`src/rtl/cpu_sequencer.sv`:
```
// Multi-cycle control FSM for the RV32I core: sequences fetch, register read,
// execute, load/store access and write-back; halts on ebreak or illegal opcode.
module cpu_sequencer #(
    parameter int CNT_W = 32
) (
    input  logic             clk,
    input  logic             resetn,
    input  logic [6:0]       opcode,
    input  logic             mem_ready,
    input  logic             resume,
    output logic             mem_rstrb,
    output logic             mem_wstrb,
    output logic             addr_sel,
    output logic             instr_we,
    output logic             regs_re,
    output logic             rd_we,
    output logic             pc_we,
    output logic             halted,
    output logic             illegal,
    output logic [3:0]       state,
    output logic [CNT_W-1:0] retired
);

    typedef enum logic [3:0] {
        S_FETCH_INSTR = 4'd0,
        S_WAIT_INSTR  = 4'd1,
        S_FETCH_REGS  = 4'd2,
        S_EXECUTE     = 4'd3,
        S_LOAD        = 4'd4,
        S_WAIT_LOAD   = 4'd5,
        S_STORE       = 4'd6,
        S_WAIT_STORE  = 4'd7,
        S_HALT        = 4'd8
    } state_t;

    state_t           r_state, w_next;
    logic             r_illegal, w_illegal_nxt;
    logic [CNT_W-1:0] r_retired;
    logic             w_retire;
    logic             w_rstrb, w_wstrb, w_asel, w_iwe, w_rre, w_rdwe, w_pcwe;

    always_ff @(posedge clk or negedge resetn) begin
        if (!resetn) begin
            r_state   <= S_FETCH_INSTR;
            r_illegal <= 1'b0;
            r_retired <= '0;
        end else begin
            r_state   <= w_next;
            r_illegal <= w_illegal_nxt;
            if (w_retire) r_retired <= r_retired + CNT_W'(1);
        end
    end

    always_comb begin
        w_next        = r_state;
        w_illegal_nxt = r_illegal;
        w_retire      = 1'b0;
        w_rstrb       = 1'b0;
        w_wstrb       = 1'b0;
        w_asel        = 1'b0;
        w_iwe         = 1'b0;
        w_rre         = 1'b0;
        w_rdwe        = 1'b0;
        w_pcwe        = 1'b0;
        case (r_state)
            S_FETCH_INSTR: begin
                w_rstrb = 1'b1;
                w_next  = S_WAIT_INSTR;
            end
            S_WAIT_INSTR: if (mem_ready) begin
                w_iwe  = 1'b1;
                w_next = S_FETCH_REGS;
            end
            S_FETCH_REGS: begin
                w_rre  = 1'b1;
                w_next = S_EXECUTE;
            end
            S_EXECUTE: begin
                case (opcode)
                    7'b0110011, 7'b0010011, 7'b1101111,
                    7'b1100111, 7'b0110111, 7'b0010111: begin
                        w_rdwe   = 1'b1;
                        w_pcwe   = 1'b1;
                        w_retire = 1'b1;
                        w_next   = S_FETCH_INSTR;
                    end
                    7'b1100011: begin
                        w_pcwe   = 1'b1;
                        w_retire = 1'b1;
                        w_next   = S_FETCH_INSTR;
                    end
                    7'b0000011: w_next = S_LOAD;
                    7'b0100011: w_next = S_STORE;
                    7'b1110011: w_next = S_HALT;
                    default: begin
                        w_illegal_nxt = 1'b1;
                        w_next        = S_HALT;
                    end
                endcase
            end
            S_LOAD: begin
                w_rstrb = 1'b1;
                w_asel  = 1'b1;
                w_next  = S_WAIT_LOAD;
            end
            S_WAIT_LOAD: begin
                w_asel = 1'b1;
                if (mem_ready) begin
                    w_rdwe   = 1'b1;
                    w_pcwe   = 1'b1;
                    w_retire = 1'b1;
                    w_next   = S_FETCH_INSTR;
                end
            end
            S_STORE: begin
                w_wstrb = 1'b1;
                w_asel  = 1'b1;
                w_next  = S_WAIT_STORE;
            end
            S_WAIT_STORE: begin
                w_asel = 1'b1;
                if (mem_ready) begin
                    w_pcwe   = 1'b1;
                    w_retire = 1'b1;
                    w_next   = S_FETCH_INSTR;
                end
            end
            S_HALT: if (resume) begin
                // ebreak counts as retired on resume; an illegal opcode does not
                w_pcwe        = 1'b1;
                w_retire      = ~r_illegal;
                w_illegal_nxt = 1'b0;
                w_next        = S_FETCH_INSTR;
            end
            default: w_next = S_FETCH_INSTR;
        endcase
    end

    // Reset parks the FSM in FETCH_INSTR, so strobes need explicit gating while held
    assign mem_rstrb = resetn & w_rstrb;
    assign mem_wstrb = resetn & w_wstrb;
    assign addr_sel  = resetn & w_asel;
    assign instr_we  = resetn & w_iwe;
    assign regs_re   = resetn & w_rre;
    assign rd_we     = resetn & w_rdwe;
    assign pc_we     = resetn & w_pcwe;
    assign halted    = (r_state == S_HALT);
    assign illegal   = r_illegal;
    assign state     = r_state;
    assign retired   = r_retired;

endmodule

```
`config.mk`:
```
export PLATFORM = sky130hd
export DESIGN_NAME = cpu_sequencer
export DESIGN_NICKNAME = d
export VERILOG_FILES = /design/src/rtl/cpu_sequencer.sv
export SDC_FILE = /design/constraint.sdc
export NUM_CORES = 1
export LEC_CHECK = 0
export ABC_AREA = 1
export BUFFER_PORTS_ARGS = -buffer_cell sky130_fd_sc_hd__buf_2
export CORE_ASPECT_RATIO = 1.5
export CORE_MARGIN = 3
export CORE_UTILIZATION = 40
export CTS_CLUSTER_DIAMETER = 150
export DETAILED_ROUTE_END_ITERATION = 8
export PLACE_DENSITY = 0.67
export RECOVER_POWER = 50
export SLEW_MARGIN = 40
export SYNTH_ARGS = -nofsm -noshare
export SYNTH_HDL_FRONTEND = slang
export SYNTH_SLANG_ARGS = --single-unit
```
`constraint.sdc`:
```
create_clock -name clk -period 1.5 [get_ports clk]
set_input_delay 0.075 -clock clk [delete_from_list [all_inputs] [get_ports clk]]
set_output_delay 0.075 -clock clk [all_outputs]
set_load 0.005 [all_outputs]
```
==> flow_summary.ini <==
[global_route]
grt_pass1_vias = 3179
overflow = 0
grt.total_usage_pct = 23.66
antenna_found_initial = 0
grt_pass1_wl_mm = 14.75
grt_max_degree = 38

[yosys]
synth_cell_types = 29
synth_warnings = 0
synth_ff_type = dfrtp_1
synth_edf_count = 0
async_reset_ff_share_pct = 100.0
synth_common_cells = 158 x nand2_1, 50 x nand3_1, 50 x nor2_1
avgSynthCellArea_um2 = 6.468
synth_nets = 448
syn_inst = 436
syn_area_um2 = 2820
yosysTopAreaCell = dfrtp_1
yosysMostFrequentCell = nand2_1
ys_ff_latch = 37
netlist_top_cells_area = dfrtp_1 33%, nand2_1 21%, nand3_1 8.9%, nor2_1 6.7%, inv_1 5.5%
synth_top_area_share_pct = 32.83
ys_seq_area_share_pct = 32.83

[detailed_routing]
drcViolationCount = 0
drt-vias-per-instance = 5.092
wl_mm = 9.299
dr.pass1.iters = 4
vias = 3223
ant_nets = 0
wl_per_cell_um = 14.69
drt_iter0_markers = 223

[worst_setup_path]
required_ns = 1.42
critical_path_arrival_ns = 1.51
timing.rr.end = retired[27]
start_kind = register
r2r_cells = 9
critPathKind = register to primary output
path_cells = buf_6, buf_4, inv_1, nand3_1, nor3_2, buf_2
crit_fanout = 5
timing.rr.start = retired[18]
critical-path-slowest-cell = dfrtp_1
end_kind = primary output
cpPeakStageDelay_ns = 0.42
r2r_setup_slack_ns = -0.05

[outcome]
status = finished, violations left
violations = negative setup slack

[layout]
drive_above_1_share_pct = 38.24
diodes = 0
fin_nets = 568
fin_cells = 633
area_delta_synth_final_pct = 40.77

[cts]
clkSinkCount = 37
cts_tree = built
htree_levels = 2
cts.path.max_buffers = 2
clkTransAtPathRegs_ns = 0.08
cts_root_buffer = clkbuf_8
cts_made_buffers = 5
clkLatencyLatePin_ns = 0.29

[min_path]
hold_depth = 4
holdPathEnd = illegal
hold_class = primary input to register
hp-start = resume

[floorplan]
die_x_um = 74.56
die_h_um = 108.8
core_area_um2 = 6666
rows = 36
initial_utilization_pct = 42.30
dieArea_um2 = 8115
io_pins = 56

[job]
max-cap-violations = 0

[sta]
rsz0062_at_grt = true
fin_crit_ns = 1.587
worst_pin_slew_ns = 0.5202
setup_ws_ns = -0.08651
fin_crit_sh_pct = 105.8
hold_slack_ns = 0.07507
fmax_mhz = 630.3
setup_viol = 15
worst_clock_skew_ns = 0.003450
slew_headroom_pct = 65.32
hold_violations = 0
drv_slew = 0

[placed_design]
dp_hpwl_mm = 6.972
post-place-cells = 618
place_congestion = 0.9692
port-buffer-count = 55

[power]
power_density_nw_per_um2 = 817.4
p_leak_nw = 2.120
vdd_ir_drop_max_mv = 0.6956
## how the worst max path moves through the flow
stage                        to  startpoint  depth (start not counted)  slack [ns]
floorplan           retired[16]  retired[0]                          8       0.008
CTS                       rd_we    state[3]                          7       -0.06
global placement    retired[26]  retired[5]                         10       -0.15
detailed placement  retired[26]  retired[5]                         10       -0.13
finish                 instr_we    state[1]                          6       -0.09
global route              pc_we    state[2]                          9       -0.17
## what timing repair did
item | CTS | global route
resized for setup | 23 | 44
hold endpoints to repair | 37 | 0
pin swaps | 8 | 13
hold buffers | 1 | 0
buffers inserted | 3 | 3
cloned | 0 | 0
endpoints found under the setup margin | 35 | 38
## power breakdown
group	leakage (nW)	internal, mW	switching (mW)
Sequential	0.503	1.08	0.103
Combinational	1.56	0.524	0.597
Clock	0.0585	0.543	0.395
## metrics by stage
step	util, %	power, mW	setup WS (ns)	cell area, um2	TNS (ns)
floorplan	-	1.647	0.007979	2828	0
global placement	53.53	2.066	-0.1512	3568	-0.7908
detailed placement	53.53	2.083	-0.1329	3568	-0.6972
CTS	57.00	3.139	-0.06373	3800	-0.5630
global route	59.55	3.422	-0.1740	3970	-4.208
finish	59.55	3.245	-0.08651	3970	-0.3872
## routing by layer
metal	part of all wire, %	vias to the layer above	global-route usage, %
li1	-	1608	-
met1	38	1489	25.93
met2	53	98	42.58
met3	5.3	28	4.059
met4	4.4	0	11.70
met5	0	-	0
## registers in the layout, indices dropped and copies added (netlist names)
signal   count
retired     32
state        4
illegal      1
## cell type report
class | count | area (um2)
clock buffer | 7 | 86.33
fill | 651 | 2696
timing repair buffer | 122 | 804.5
multi-input combinational | 345 | 1854
sequential | 37 | 928.4
tap | 76 | 95.09
clock inverter | 1 | 30.03
inverter | 45 | 171.4
## worst max-delay path, delay by kind of cell, from the launching register on
kind                   cells  cell delay (ns)
DFF                        1             0.42
and+or+nand+nor            2             0.29
buffers and inverters      4             0.50
## layout by cell type (no fill, tap or decap), types with 11 or more instances in the layout
cell	instances
nand3_1	49
nand2_1	144
nand2_2	34
dfrtp_1	35
buf_2	52
nor2_2	11
inv_1	36
nor2_1	37
buf_4	61
xor2_1	13
## kinds of logic (layout without fill, tap and decap cells)
family / after synthesis / after routing / share of synthesized area (%)
XOR/XNOR: 15 / 15 / 4.659
AND/OR/NAND/NOR: 316 / 316 / 50.13
adder cells (fa/ha/maj): 1 / 1 / 0.4436
AO/OA/AOI/OAI: 13 / 13 / 2.662
buffers and inverters: 54 / 175 / 9.272
flip-flops: 37 / 37 / 32.83
(Power assumes the default switching activity.)
